$ cat src/rtl/mips_pkg.sv
// Shared types and defaults for the MIPS boot loader slice.
package mips_pkg;
  typedef enum logic [2:0] {
    ST_IDLE,
    ST_LOAD,
    ST_RUN,
    ST_DONE,
    ST_FAULT
  } state_t;

  localparam int DEF_DATA_W     = 32;
  localparam int DEF_ADDR_W     = 8;
  localparam int DEF_CYC_W      = 16;
  localparam int DEF_MAX_CYCLES = 1000;

  localparam logic [31:0] HALT_INST = 32'h0000_000C;
endpackage

$ cat src/rtl/mips_boot_loader_if.sv
// Program-word stream in, instruction-memory write port out.
interface mips_boot_loader_if
  import mips_pkg::*;
#(
  parameter int DATA_W = DEF_DATA_W,
  parameter int ADDR_W = DEF_ADDR_W
);
  logic              s_valid;
  logic [DATA_W-1:0] s_data;
  logic              s_last;
  logic              s_ready;
  logic              imem_we;
  logic [ADDR_W-1:0] imem_addr;
  logic [DATA_W-1:0] imem_wdata;

  modport slave (
    input  s_valid, s_data, s_last,
    output s_ready, imem_we, imem_addr, imem_wdata
  );

  modport master (
    output s_valid, s_data, s_last,
    input  s_ready, imem_we, imem_addr, imem_wdata
  );
endinterface

$ cat src/rtl/mips_cycle_watchdog.sv
// Saturating run-cycle counter with a timeout compare.
module mips_cycle_watchdog #(
  parameter int CYC_W      = 16,
  parameter int MAX_CYCLES = 1000
) (
  input  logic             clk,
  input  logic             rst,
  input  logic             clr,
  input  logic             en,
  output logic [CYC_W-1:0] count,
  output logic             expire
);
  logic [CYC_W-1:0] count_q;
  logic [CYC_W-1:0] count_d;

  always_comb begin
    count_d = count_q;
    if (clr) begin
      count_d = '0;
    end else if (en && (count_q != '1)) begin
      count_d = count_q + CYC_W'(1);
    end
  end

  always_ff @(posedge clk) begin
    if (rst) begin
      count_q <= '0;
    end else begin
      count_q <= count_d;
    end
  end

  // Compared at 32 bits so a budget wider than the counter never fires.
  assign count  = count_q;
  assign expire = en &&
    (32'(count_q) == 32'(MAX_CYCLES - 1));
endmodule

$ cat src/rtl/mips_boot_loader.sv
// Streams a program into instruction memory, then runs the core
// until it fetches the halt word or exhausts its cycle budget.
module mips_boot_loader
  import mips_pkg::*;
#(
  parameter int DATA_W     = DEF_DATA_W,
  parameter int ADDR_W     = DEF_ADDR_W,
  parameter int CYC_W      = DEF_CYC_W,
  parameter int MAX_CYCLES = DEF_MAX_CYCLES,
  parameter logic [DATA_W-1:0] HALT_INST =
    DATA_W'(mips_pkg::HALT_INST)
) (
  input  logic              clk,
  input  logic              rst,
  input  logic              load_start,
  input  logic              abort,
  mips_boot_loader_if.slave bus,
  output logic              core_rst,
  input  logic [DATA_W-1:0] core_inst,
  output logic              busy,
  output logic              halted,
  output logic              timeout,
  output logic              overflow,
  output logic [ADDR_W:0]   word_count,
  output logic [CYC_W-1:0]  cycle_count
);
  localparam int DEPTH = 2 ** ADDR_W;
  localparam logic [ADDR_W:0] FULL =
    (ADDR_W + 1)'(DEPTH);

  state_t          state_q;
  state_t          state_d;
  logic [ADDR_W:0] wc_q;
  logic [ADDR_W:0] wc_d;
  logic            halted_q;
  logic            halted_d;
  logic            timeout_q;
  logic            timeout_d;
  logic            overflow_q;
  logic            overflow_d;

  logic kill;
  logic full;
  logic hs;
  logic wr;
  logic start;
  logic halt_hit;
  logic wd_clr;
  logic wd_en;
  logic wd_expire;

  // rst is folded in so no write or handshake escapes in its cycle.
  assign kill     = rst || abort;
  assign full     = (wc_q == FULL);
  assign hs       = (state_q == ST_LOAD) && bus.s_valid && !kill;
  assign wr       = hs && !full;
  assign start    = load_start &&
    ((state_q == ST_IDLE) || (state_q == ST_DONE) ||
     (state_q == ST_FAULT));
  assign halt_hit = (state_q == ST_RUN) && (core_inst == HALT_INST);
  assign wd_clr   = abort || start;
  assign wd_en    = (state_q == ST_RUN) && !abort;

  mips_cycle_watchdog #(
    .CYC_W      (CYC_W),
    .MAX_CYCLES (MAX_CYCLES)
  ) u_watchdog (
    .clk    (clk),
    .rst    (rst),
    .clr    (wd_clr),
    .en     (wd_en),
    .count  (cycle_count),
    .expire (wd_expire)
  );

  always_ff @(posedge clk) begin
    if (rst) begin
      state_q <= ST_IDLE;
    end else begin
      state_q <= state_d;
    end
  end

  always_comb begin
    state_d = state_q;
    if (abort) begin
      state_d = ST_IDLE;
    end else begin
      unique case (state_q)
        ST_IDLE, ST_DONE, ST_FAULT: begin
          if (load_start) state_d = ST_LOAD;
        end
        ST_LOAD: begin
          if (hs && full) begin
            state_d = ST_FAULT;
          end else if (wr && bus.s_last) begin
            state_d = ST_RUN;
          end
        end
        ST_RUN: begin
          if (halt_hit) begin
            state_d = ST_DONE;
          end else if (wd_expire) begin
            state_d = ST_FAULT;
          end
        end
        default: state_d = ST_IDLE;
      endcase
    end
  end

  always_comb begin
    busy     = 1'b0;
    core_rst = 1'b1;
    unique case (state_q)
      ST_LOAD: busy = 1'b1;
      ST_RUN: begin
        busy     = 1'b1;
        core_rst = kill;
      end
      default: ;
    endcase
    bus.s_ready    = (state_q == ST_LOAD) && !kill;
    bus.imem_we    = wr;
    bus.imem_addr  = wr ? wc_q[ADDR_W-1:0] : '0;
    bus.imem_wdata = wr ? bus.s_data : '0;
  end

  always_comb begin
    wc_d       = wc_q;
    halted_d   = halted_q;
    timeout_d  = timeout_q;
    overflow_d = overflow_q;
    if (abort || start) begin
      wc_d       = '0;
      halted_d   = 1'b0;
      timeout_d  = 1'b0;
      overflow_d = 1'b0;
    end else begin
      if (wr) wc_d = wc_q + (ADDR_W + 1)'(1);
      if (hs && full) overflow_d = 1'b1;
      if (halt_hit) begin
        halted_d = 1'b1;
      end else if (wd_expire) begin
        timeout_d = 1'b1;
      end
    end
  end

  always_ff @(posedge clk) begin
    if (rst) begin
      wc_q       <= '0;
      halted_q   <= 1'b0;
      timeout_q  <= 1'b0;
      overflow_q <= 1'b0;
    end else begin
      wc_q       <= wc_d;
      halted_q   <= halted_d;
      timeout_q  <= timeout_d;
      overflow_q <= overflow_d;
    end
  end

  assign word_count = wc_q;
  assign halted     = halted_q;
  assign timeout    = timeout_q;
  assign overflow   = overflow_q;
endmodule

$ cat src/flat_wrapper.sv
// flat-port wrapper written by rule: the top's interface ports become plain ports
module mips_boot_loader_flat import mips_pkg::*;
#(
  parameter int DATA_W     = DEF_DATA_W,
  parameter int ADDR_W     = DEF_ADDR_W,
  parameter int CYC_W      = DEF_CYC_W,
  parameter int MAX_CYCLES = DEF_MAX_CYCLES,
  parameter logic [DATA_W-1:0] HALT_INST =
    DATA_W'(mips_pkg::HALT_INST)
)
  (clk, rst, load_start, abort, core_rst, core_inst, busy, halted, timeout, overflow, word_count, cycle_count, bus_s_valid, bus_s_data, bus_s_last, bus_s_ready, bus_imem_we, bus_imem_addr, bus_imem_wdata);
  mips_boot_loader_if #(.DATA_W(DATA_W), .ADDR_W(ADDR_W)) bus_i ();
  input  logic clk;
  input  logic rst;
  input  logic load_start;
  input  logic abort;
  output logic core_rst;
  input  logic [DATA_W-1:0] core_inst;
  output logic busy;
  output logic halted;
  output logic timeout;
  output logic overflow;
  output logic [ADDR_W:0] word_count;
  output logic [CYC_W-1:0] cycle_count;
  input wire logic [$bits(bus_i.s_valid)-1:0] bus_s_valid;
  input wire logic [$bits(bus_i.s_data)-1:0] bus_s_data;
  input wire logic [$bits(bus_i.s_last)-1:0] bus_s_last;
  output wire logic [$bits(bus_i.s_ready)-1:0] bus_s_ready;
  output wire logic [$bits(bus_i.imem_we)-1:0] bus_imem_we;
  output wire logic [$bits(bus_i.imem_addr)-1:0] bus_imem_addr;
  output wire logic [$bits(bus_i.imem_wdata)-1:0] bus_imem_wdata;
  assign bus_i.s_valid = bus_s_valid;
  assign bus_i.s_data = bus_s_data;
  assign bus_i.s_last = bus_s_last;
  assign bus_s_ready = bus_i.s_ready;
  assign bus_imem_we = bus_i.imem_we;
  assign bus_imem_addr = bus_i.imem_addr;
  assign bus_imem_wdata = bus_i.imem_wdata;
  mips_boot_loader #(.DATA_W(DATA_W), .ADDR_W(ADDR_W), .CYC_W(CYC_W), .MAX_CYCLES(MAX_CYCLES), .HALT_INST(HALT_INST)) u_core (.clk(clk), .rst(rst), .load_start(load_start), .abort(abort), .bus(bus_i), .core_rst(core_rst), .core_inst(core_inst), .busy(busy), .halted(halted), .timeout(timeout), .overflow(overflow), .word_count(word_count), .cycle_count(cycle_count));
endmodule
$ cat config.mk
export PLATFORM = sky130hd
export DESIGN_NAME = mips_boot_loader_flat
export DESIGN_NICKNAME = d
export VERILOG_FILES = /design/src/rtl/mips_pkg.sv /design/src/rtl/mips_boot_loader_if.sv /design/src/rtl/mips_cycle_watchdog.sv /design/src/rtl/mips_boot_loader.sv /design/src/flat_wrapper.sv
export SDC_FILE = /design/constraint.sdc
export NUM_CORES = 1
export LEC_CHECK = 0
export CAP_MARGIN = 10
export CORE_UTILIZATION = 32
export CTS_BUF_LIST = sky130_fd_sc_hd__clkbuf_4 sky130_fd_sc_hd__clkbuf_8
export DETAILED_ROUTE_END_ITERATION = 6
export PLACE_DENSITY = 0.82
export SKIP_CTS_REPAIR_TIMING = 1
export SYNTH_ARGS = -nofsm -noshare
export SYNTH_HDL_FRONTEND = slang
export SYNTH_SLANG_ARGS = --single-unit
$ cat constraint.sdc
create_clock -name clk -period 2 [get_ports clk]
set_clock_uncertainty 0.15 [all_clocks]
set_input_delay 0.2 -clock clk [delete_from_list [all_inputs] [get_ports clk]]
set_output_delay 0.2 -clock clk [all_outputs]
set_load 0.05 [all_outputs]
==> impl_metrics.ini <==
[status]
status = finished with violations
violations = negative setup slack

[final_layout]
nFillCells = 379
nets = 487
layout-drive-gt1-share_pct = 37.83
diodes = 0
syn_to_final_growth_pct = 126.4

[timing]
layout_min_cycle_time_ps = 2241
fmax_ghz = 0.4463
worstMarginPinSlew_ps = 549.5
whs_ps = 296.7
drv_slew = 0
grt_setup_unrepaired = true
setup_violations = 42
finalCritPeriodShare_pct = 112.0
fin_ws_ps = -240.8
hold_violations = 0
relSlewSlack_pct = 63.25

[power]
sw_frac_of_total_pct = 22.70
internal-power_mw = 1.134
total_power_mw = 1.466
peakVddDrop_mv = 0.3192
pwr-share-comb_pct = 19.9
p_sw_mw = 0.3329
power_leakage_nw = 1.683
seq_power_share_pct = 42.2
powerDensity_nw_per_um2 = 333.6
clkPwrFrac_pct = 37.9

[detailed_routing]
drtPass1Iterations = 4
drt_iter0_markers = 111
wl_um = 7780
via_per_inst = 5.002
vias = 2451
wl_per_cell_um = 15.88
drc = 0
ant_nets = 0

[logic_synthesis]
synth_common_cells = 41 x and2_1, 33 x nor2_1, 31 x dfxtp_1
yosysTopAreaCell = dfxtp_1
ys_seq_elements = 31
yosysWarningCount = 0
synth_cell_type_count = 42
synth_seq_area_share_pct = 31.96
synthMuxAreaShare_pct = 1.031
synth.top_cell.area_share_pct = 31.96
async_reset_ff_share_pct = 0
synth-adder-area-share_pct = 1.933
synth_top_flop_cell = dfxtp_1
yosys-top-cells-area = dfxtp_1 32%, and2_1 13%, nor2_1 6.4%, xnor2_1 5.0%, nand4_1 4.2%
syn_area_um2 = 1942
yosys.area_share.simple_pct = 44.33
synth_top_family_by_area = simple AND/OR/NAND/NOR gates
synth_edf_count = 0
synthCells = 243
syn_avg_cell_area_um2 = 7.991
synth_compound_area_share_pct = 9.085
synth.most_common_cell = and2_1
syn_nets = 316
synth-xor-area-share_pct = 9.021

[global_routing]
antenna_found_initial = 0
grt_pass1_vias = 2434
busiest_layer = met2
grt_max_degree = 43
grt_pass1_wl_um = 11050
grt.total_usage_pct = 22.13
grt_overflow_total = 0
gr-usage-met1_pct = 21.44
use_met2_pct = 43.50
met3_usage_pct = 8.000

[floorplanning]
core_um2 = 5886
row_count = 28
io_pins = 142
die_x_um = 79.90
die-height_um = 79.90
die-area_um2 = 6384
initial_utilization_pct = 32.99

[clock_network]
clk_pin_slew_ps = 60
clockBufferDepth = 2
cts_buffers = 5
cts_tree = done
h-tree-depth = 2
cts_sinks = 31
clock_latency_ps = 280
cts.root.buffer_cell = clkbuf_8

[worst_setup_path]
cp_max_fo = 11
endpoint_kind = primary output
max_stage_delay_ps = 430
start_kind = flop
path_buf_inv = 3
r2r_start = u_core.word_count[1]$_SDFFE_PP0N_
crit_family = simple AND/OR/NAND/NOR gates
crit_start = u_core.state_q[1]$_SDFFE_PP0P_
required_ps = 1650
path_class = reg -> out
path_cells = or3b_4 > a211oi_4 > buf_6 > clkbuf_16 > and2_4 > buf_12
slowest_stage = or3b_4
worstPathArrival_ps = 1890

[worst_hold_path]
min_from = u_core.timeout$_SDFFE_PP0P_
hold_class = reg -> reg

[run]
drv_cap = 0

[place]
io_buffers = 141
dp_hpwl_um = 5658
gp_congestion = 0.8463
## layout make-up
type	count	area, µm²	share of cell area [%]
sequential	31	648.1	14.75
inverter	5	18.77	0.4270
tap	75	93.84	2.135
multi-input combinational	199	1400	31.85
timing repair buffer	172	2131	48.48
clock buffer	8	103.9	2.363
## worst paths after layout
| check | to | slack (ps) | cells past startpoint |
|---|---|---|---|
| worst max-delay path | bus_imem_wdata[23] | -240 | 6 |
| worst min-delay path | u_core.timeout$_SDFFE_PP0P_ | 300 | 2 |
| worst max register to register | u_core.state_q[2]$_SDFFE_PP0P_ | -50 | 8 |
| worst min register to register | u_core.timeout$_SDFFE_PP0P_ | 300 | 2 |
## stage by stage
step / util (%) / setup WS (ps) / std cells / setup TNS [ps] / cell area [µm²]
finish: 74.68 / -240.8 / 490 / -7510 / 4395
global route: 74.68 / -288.7 / 490 / -9603 / 4395
CTS: 71.92 / -388.1 / 482 / -13720 / 4233
detailed placement: 70.15 / -381.5 / 474 / -16940 / 4129
global placement: 70.15 / -347.4 / 474 / -15320 / 4129
floorplan: - / -64.81 / 243 / -690.8 / 2058
## layout by cell type (no fill, tap or decap), types with 6 or more instances in the layout
cell,n
xor2_1,9
nor2_1,33
buf_12,44
clkbuf_8,7
buf_4,28
nand2_1,14
nor4_1,8
clkdlybuf4s50_1,93
dfxtp_2,16
nor3_1,7
xnor2_1,11
nand4_1,13
a21oi_1,6
and2_4,40
dfxtp_1,13
## per-layer routing
layer  vias up  part of all wire [%]
li1       1196                     -
met1      1136                    36
met2       106                    55
met3        13                   7.9
met4         0                   1.4
met5         -                     0
## power by group through the flow
stage | combinational [mW] | sequential, mW | clock (mW)
final | 0.291 | 0.619 | 0.556
after global routing | 0.307 | 0.619 | 0.592
after floorplan | 0.0765 | 0.635 | 0
after detailed placement | 0.275 | 0.633 | 0
after CTS | 0.277 | 0.619 | 0.562
after global placement | 0.270 | 0.633 | 0
## registers in the layout, indices dropped and copies added, names as in the netlist
| register | cells |
|---|---|
| u_core.word_count | 9 |
| u_core.state_q | 3 |
| u_core.timeout | 1 |
| u_core.u_watchdog.count | 16 |
| u_core.halted | 1 |
| u_core.overflow | 1 |
## worst min-delay path, cell delays in order (launching register included)
cell,delay [ps]
dfxtp_1,310
inv_1,50
a21oi_1,50
## kinds of logic (layout without fill, tap and decap cells)
kind of cell             after synthesis  after routing
buffers and inverters                 13            185
AND/OR/NAND/NOR                      149            149
AO/OA/AOI/OAI                         25             25
multiplexers                           2              2
XOR/XNOR                              20             20
flip-flops                            31             31
adder cells (fa/ha/maj)                3              3
Power figures use the tool's default switching activity.
